[src/rtl/cache_types.sv]
// ============================================================================
// cache_types : shared types and address-split widths for the icache slice
// Revision    : 1.0
// ============================================================================
`default_nettype none

package cache_types;
    typedef enum logic [0:0] {
        IDLE  = 1'b0,
        FETCH = 1'b1
    } icache_state_t;

    localparam int ADDR_W          = 32;
    localparam int WORD_W          = 32;
    localparam int LINE_W          = 256;
    localparam int S_INDEX_DEFAULT = 4;
    localparam int S_OFFSET        = 5;
    localparam int WORD_SEL_W      = S_OFFSET - 2;

    function automatic int tag_width(input int s_index);
        return ADDR_W - s_index - S_OFFSET;
    endfunction
endpackage

`default_nettype wire

[src/rtl/icache_array.sv]
// ============================================================================
// icache_array : valid/tag/data storage, combinational read, one write port
// Revision     : 1.0
// ============================================================================
`default_nettype none

module icache_array
    import cache_types::*;
#(
    parameter int S_INDEX = S_INDEX_DEFAULT,
    parameter int S_TAG   = tag_width(S_INDEX)
) (
    input  logic               clk,
    input  logic               rst,
    input  logic [S_INDEX-1:0] rd_index,
    output logic               rd_valid,
    output logic [S_TAG-1:0]   rd_tag,
    output logic [LINE_W-1:0]  rd_line,
    input  logic               wr_en,
    input  logic [S_INDEX-1:0] wr_index,
    input  logic [S_TAG-1:0]   wr_tag,
    input  logic [LINE_W-1:0]  wr_line,
    input  logic               wr_set_valid,
    input  logic               inv
);
    localparam int SETS = 1 << S_INDEX;

    logic [SETS-1:0]   valid;
    logic [S_TAG-1:0]  tags  [SETS];
    logic [LINE_W-1:0] lines [SETS];

    // Invalidate beats a concurrent fill: the line lands but stays invalid.
    always_ff @(posedge clk) begin
        if (!rst) begin
            valid <= '0;
        end else if (inv) begin
            valid <= '0;
        end else if (wr_en && wr_set_valid) begin
            valid[wr_index] <= 1'b1;
        end
    end

    always_ff @(posedge clk) begin
        if (wr_en) begin
            tags[wr_index]  <= wr_tag;
            lines[wr_index] <= wr_line;
        end
    end

    assign rd_valid = valid[rd_index];
    assign rd_tag   = tags[rd_index];
    assign rd_line  = lines[rd_index];
endmodule

`default_nettype wire

[src/rtl/icache_responder.sv]
// ============================================================================
// icache_responder : direct-mapped read-only instruction cache with line fill
// Revision         : 1.0
// ============================================================================
`default_nettype none

module icache_responder
    import cache_types::*;
#(
    parameter int S_INDEX = S_INDEX_DEFAULT
) (
    input  logic              clk,
    input  logic              rst,
    input  logic              inst_read,
    input  logic [31:0]       inst_addr,
    output logic              inst_resp,
    output logic [31:0]       inst_rdata,
    input  logic              inv,
    output logic              pmem_read,
    output logic [31:0]       pmem_address,
    input  logic [LINE_W-1:0] pmem_rdata,
    input  logic              pmem_resp
);
    localparam int S_TAG = tag_width(S_INDEX);

    icache_state_t         state;
    logic [31:0]           fill_addr;

    logic [S_TAG-1:0]      req_tag;
    logic [S_INDEX-1:0]    req_index;
    logic [WORD_SEL_W-1:0] req_word;
    logic                  rd_valid;
    logic [S_TAG-1:0]      rd_tag;
    logic [LINE_W-1:0]     rd_line;
    logic                  hit;
    logic                  fill_done;
    logic                  unused_addr_bits;

    assign req_tag          = inst_addr[ADDR_W-1 -: S_TAG];
    assign req_index        = inst_addr[S_OFFSET +: S_INDEX];
    assign req_word         = inst_addr[S_OFFSET-1:2];
    assign unused_addr_bits = ^inst_addr[1:0];

    assign fill_done = (state == FETCH) && pmem_resp;

    icache_array #(
        .S_INDEX (S_INDEX),
        .S_TAG   (S_TAG)
    ) u_array (
        .clk          (clk),
        .rst          (rst),
        .rd_index     (req_index),
        .rd_valid     (rd_valid),
        .rd_tag       (rd_tag),
        .rd_line      (rd_line),
        .wr_en        (fill_done),
        .wr_index     (fill_addr[S_OFFSET +: S_INDEX]),
        .wr_tag       (fill_addr[ADDR_W-1 -: S_TAG]),
        .wr_line      (pmem_rdata),
        .wr_set_valid (!inv),
        .inv          (inv)
    );

    // Gated by rst so nothing stale can answer while reset is asserted.
    assign hit        = rd_valid && (rd_tag == req_tag);
    assign inst_resp  = rst && (state == IDLE) && inst_read && hit;
    assign inst_rdata = inst_resp ? rd_line[{req_word, 5'b00000} +: WORD_W] : '0;

    assign pmem_address = fill_addr;

    always_ff @(posedge clk) begin
        if (!rst) begin
            state     <= IDLE;
            pmem_read <= 1'b0;
            fill_addr <= '0;
        end else begin
            case (state)
                IDLE: begin
                    if (inst_read && !hit) begin
                        fill_addr <= {inst_addr[ADDR_W-1:S_OFFSET], {S_OFFSET{1'b0}}};
                        pmem_read <= 1'b1;
                        state     <= FETCH;
                    end
                end
                FETCH: begin
                    if (pmem_resp) begin
                        pmem_read <= 1'b0;
                        state     <= IDLE;
                    end
                end
                default: begin
                    pmem_read <= 1'b0;
                    state     <= IDLE;
                end
            endcase
        end
    end
endmodule

`default_nettype wire

[config.mk]
export PLATFORM = sky130hd
export DESIGN_NAME = icache_responder
export DESIGN_NICKNAME = d
export VERILOG_FILES = /design/src/rtl/cache_types.sv /design/src/rtl/icache_array.sv /design/src/rtl/icache_responder.sv
export SDC_FILE = /design/constraint.sdc
export NUM_CORES = 2
export LEC_CHECK = 0
export BUFFER_PORTS_ARGS = -buffer_cell sky130_fd_sc_hd__buf_2
export CORE_MARGIN = 2
export CORE_UTILIZATION = 51
export DETAILED_ROUTE_END_ITERATION = 6
export GPL_ROUTABILITY_DRIVEN = 0
export PLACE_DENSITY_LB_ADDON = 0.3
export SLEW_MARGIN = 10
export SYNTH_ARGS = -nofsm -noshare
export SYNTH_HDL_FRONTEND = slang
export SYNTH_MEMORY_MAX_BITS = 65536
export SYNTH_SLANG_ARGS = --single-unit
export TNS_END_PERCENT = 5
[constraint.sdc]
create_clock -name clk -period 30.9 [get_ports clk]
set_input_delay 4.635 -clock clk [delete_from_list [all_inputs] [get_ports clk]]
set_output_delay 4.635 -clock clk [all_outputs]
set_load 0.05 [all_outputs]
* Yosys cells after proc, flatten, opt, wreduce, memory -nomap -nowiden
Memories as Yosys holds them, arrays and structs flattened. Index checks and enable logic that the tools add are counted. W data, S select, Z words.
Storage, ports and cells: register bits after elaboration 45, RAM bits 4464, output and inout bits 66, memories kept 2
Memories:
- u_array.lines | words 16, width 256, read ports 1, clocked after Yosys merged registers in 0, wr ports 1, RTL line icache_array.sv:30 | logic [LINE_W-1:0] lines [SETS];
- u_array.tags | words 16, width 23, read ports 1, clocked after Yosys merged registers in 0, wr ports 1, RTL line icache_array.sv:29 | logic [S_TAG-1:0] tags [SETS];
Cells by class: $lt $le $gt $ge 3, equal/unequal tests 3, shift-type cells 1, muxes and demuxes 13, bitwise logic cells 3, reduce and logical (&&, ||, !) cells 13
Operators with widths (count):
- $shiftx A256 B9 Y32 | 1
- $mux W32 | 1
- $eq A23 B23 Y1 | 1
- $or A16 B16 Y16 | 1
- $lt A4 B5 Y1 const B | 2
- $logic_and A1 B1 Y1 | 8
- $mux W1 | 8
- $bmux W1 S4 | 1
- $demux W1 S4 | 1
- $ge A4 B1 Y1 const B | 1
- $pmux W1 S2 | 2
- $reduce_and A2 Y1 | 2
- $logic_not A1 Y1 | 2
- $ne A2 B1 Y1 const B | 1
- $ne A2 B2 Y1 const B | 1
- $not A1 Y1 | 2
- $reduce_or A2 Y1 | 1

* Longest topological paths before layout
depth in word-level cells 7, mapped depth 14, depth with buffers taken out 8

* By module
A second synthesis with hierarchy kept.
Unflattened totals: cells, all modules 7530, area, all modules 171270.5 sq um
Modules (own cells, without submodules):
- icache_array | times used 1, cells each 7206, area each 167682.1 sq um, seq. area each 134368.9 sq um
- icache_responder | times used 1, cells each 324, area each 3588.4 sq um, seq. area each 580.6 sq um

* Worst setup path after synthesis
OpenSTA, ideal clock, no wires.
path type in2reg, start input pmem_resp, end memory u_array.lines[3][0], enable pin, arrival time 23594 ps, setup slack 6047 ps, cell stages on the path 2, buffers on the path 0, path through nand4_1 -> nor3_1
On the way: longest elaborated chain between the ends 3
RTL lines:
- from (decl) | RTL line icache_responder.sv:22 | input logic pmem_resp
- $logic_and A1 B1 Y1 | RTL line icache_responder.sv:44 | assign fill_done = (state == FETCH) && pmem_resp;
- $mux W1 | RTL line icache_array.sv:44 | if (wr_en) begin
- $mux W1 (not written as such) | RTL line icache_array.sv:46 | lines[wr_index] <= wr_line;
- to (decl) | RTL line icache_array.sv:30
Every way passes these cells.

* Worst setup path in the final report
start input inst_addr[5], end output inst_rdata[28]
On the way: longest elaborated chain between the ends 5, elaborated cells between the ends (all ways) 9
RTL lines:
- from (decl) | RTL line icache_responder.sv:15 | input logic [31:0] inst_addr,
- branches (longest 4 deep; another with $mem_v2 Z16 W256)
- $mux W32 * | RTL line icache_responder.sv:67 | assign inst_rdata = inst_resp ? rd_line[{req_word, 5'b00000} +: WORD_W] : '0;
- to (decl) | RTL line icache_responder.sv:17 | output logic [31:0] inst_rdata,
Mark *: on every way between the ends. The select of a mux whose other input is x is not followed.

==> impl_metrics.toml <==
[run_status]
status = "finished clean"

[setup_path]
critPathRequiredTime_ns = 26.27
r2r_start = "pmem_address[5]$_SDFFE_PN0P_"
reg2reg_setup_slack_ns = 25.06
crit_arrival_ns = 11.63
r2r_cells = 7
path_class = "input port to primary output"
r2r_end = "u_array.lines[5][103]$_DFFE_PP_"
cp-start-kind = "input port"
cp_max_fo = 91
endpoint_kind = "primary output"

[cts]
path_clk_slew_ns = 0.06
clk_latency_ns = 0.96
h-tree-depth = 5
cts_resized = 0
cts_buffer_depth = 4
cts_tree = "done"
ctsHoldBuffers = 0
root_buffer = "clkbuf_16"
cts.sinks = 4509
cts_buffers = 437
cts_setup_buffers = 0

[placed_design]
port_buffers = 351
dpl_cell_area_sq_um = 179000
dp_slack_ns = 14.60
dp_hpwl_um = 220000

[die]
floorplan.rows = 213
die_w_um = 585
ios = 359
start_util_pct = 51.2
fp.coreArea_sq_um = 336000
die_h_um = 585
die_area_sq_um = 342000

[power_and_ir_drop]
peakVddDrop_mv = 0.0538
pwr-share-comb_pct = 4.8
pwr-share-seq_pct = 54.0
p_clk_share_pct = 41.2
p_sw_uw = 2630
p_int_uw = 9920
power_density_nw_per_um2 = 65.0
swShare_pct = 20.9
power.leakage_uw = 0.0603

[timing]
worstMarginPinSlew_ns = 1.17
rsz0062_at_grt = "false"
max_freq_mhz = 61.5
setup-tns-final_ns = 0
slew_headroom_pct = 19.8
period_minus_slack_ns = 16.26
setup_viol = 0
skew_ns = 0.0538
setup_ws_ns = 14.64
post-route-period-util_pct = 52.6
hold_viol_final = 0
maxSlewViolCount = 0

[layout]
final_cell_mix = "edfxtp_1 (4464), mux4_2 (1422), clkbuf_16 (445)"
mostFrequentLayoutCell = "edfxtp_1"
nets = 7608
layout-drive-gt1-share_pct = 33.2
postLayoutCellArea_sq_um = 193000
syn_to_final_growth_pct = 12.3
seq_area_sq_um = 135000
fillers = 23471
multi_input_area_sq_um = 35200

[detailed_routing]
via_per_inst = 6.38
drc_errors = 0
ant_nets = 0
first_pass_iters = 5
num_vias = 78349
drt-initial-drc-count = 10450
wl_per_cell_um = 33.9
wl_um = 416000

[grt]
grtUsageTotal_pct = 24.3
grt_first_pass_wirelength_um = 588000
grt_pass1_vias = 78937
grt-ovfl-total = 0
antenna_found_initial = 180
grt_max_degree = 157

[logic_synthesis]
yosysTopAreaCell = "edfxtp_1"
synth_flop_cell = "edfxtp_1"
synth_top_area_share_pct = 78.0
avgSynthCellArea_sq_um = 25.5
synth_area_leaders = "edfxtp_1 (78%), mux4_2 (19%), mux2i_1 (0.72%), dfxtp_1 (0.52%), buf_4 (0.35%)"
syn_inst = 6740
ys_ff_latch = 4509
synth-edff-count = 4464
ys_seq_area_share_pct = 78.5
yosys_warnings = 0
synth_cell_types = 50
syn-cell-area_sq_um = 172000
synthArstFlopShare_pct = 0

[min_path]
hp-class = "register to register"
min_to = "u_array.valid[5]$_SDFFE_PP0P_"
min_from = "u_array.valid[5]$_SDFFE_PP0P_"
whs_path_depth = 2

[flow_run]
maxCapViolCount = 0
[cell usage after synthesis (7+ instances only)]
master / count
buf_2: 93
dfxtp_1: 45
mux2i_1: 123
nor3_1: 9
edfxtp_1: 4464
buf_1: 61
a31oi_1: 7
xnor2_1: 37
xor2_1: 18
nor2_1: 74
clkbuf_1: 112
a21oi_1: 16
buf_6: 20
nand3_1: 10
nand2_1: 73
buf_4: 80
nor2b_1: 12
mux4_2: 1422
[cell families (layout without fill, tap and decap cells)]
family                    Yosys count  in the layout  share of synthesized area (%)
DFF                              4509           4509                           78.5
muxes                            1545           1545                           19.3
buffers and inverters             372           1318                           1.14
and+or+nand+nor                   198            198                          0.504
AOI/OAI and AO/OA                  60             60                          0.250
xor gates and xnor gates           55             55                          0.280
other                               1             79                        0.00218
[worst max-delay path: stages]
cell     delay (ns)
buf_12         0.46
buf_4          0.85
buf_4          0.86
buf_4          0.84
buf_12         0.64
mux4_2         0.60
mux4_2         0.51
mux4_2         0.57
mux2i_1        0.94
nor2_1         0.09
buf_2          0.26
[area by class of cell]
cell class	count	share of cell area (%)
repair buffers	498	1.65
multi-input cells	1863	18.2
well taps	4515	2.93
diodes	74	0.0959
inverters	6	0.0117
clock buffers	514	5.90
clock inverters	300	1.29
flip-flops and latches	4509	69.9
[power groups by stage]
stage          Clock, uW  Combinational [uW]  Sequential [uW]
2_1_floorplan          0                 354             6930
5_1_grt             5470                 641             6770
3_5_place_dp           0                 612             6900
3_3_place_gp           0                 600             6900
6_report            5170                 608             6770
4_1_cts             5240                 614             6770
[through the flow]
stage          instances  utilization [%]  power, uW  hold slack, ns
3_5_place_dp       11391             53.3       7520           0.460
3_3_place_gp       11391             53.3       7500           0.456
4_1_cts            12205             57.4      12600           0.476
6_report           12279             57.4      12500           0.473
2_1_floorplan       6744                -       7280           0.431
5_1_grt            12220             57.4      12900           0.505
[worst max path at each step]
stage               cells after the start                       endpoint    startpoint
floorplan                               2  u_array.lines[3][0]$_DFFE_PP_     pmem_resp
global placement                       11                 inst_rdata[31]  inst_addr[5]
detailed placement                     11                 inst_rdata[28]  inst_addr[5]
CTS                                    11                 inst_rdata[28]  inst_addr[5]
global route                           11                 inst_rdata[28]  inst_addr[5]
finish                                 11                 inst_rdata[28]  inst_addr[5]
[routing by layer]
| metal | track usage, % | share of wire [%] |
|---|---|---|
| met1 | 36.0 | 40 |
| met2 | 36.6 | 47 |
| met3 | 5.78 | 11 |
| met4 | 6.91 | 3.1 |
| met5 | 0 | 0.11 |
[registers in the layout, summed over array words and instances (netlist names)]
register / count
u_array.valid: 16
u_array.lines: 4096
u_array.tags: 368
pmem_read: 1
pmem_address: 27
state: 1
(Power assumes the default switching activity.)
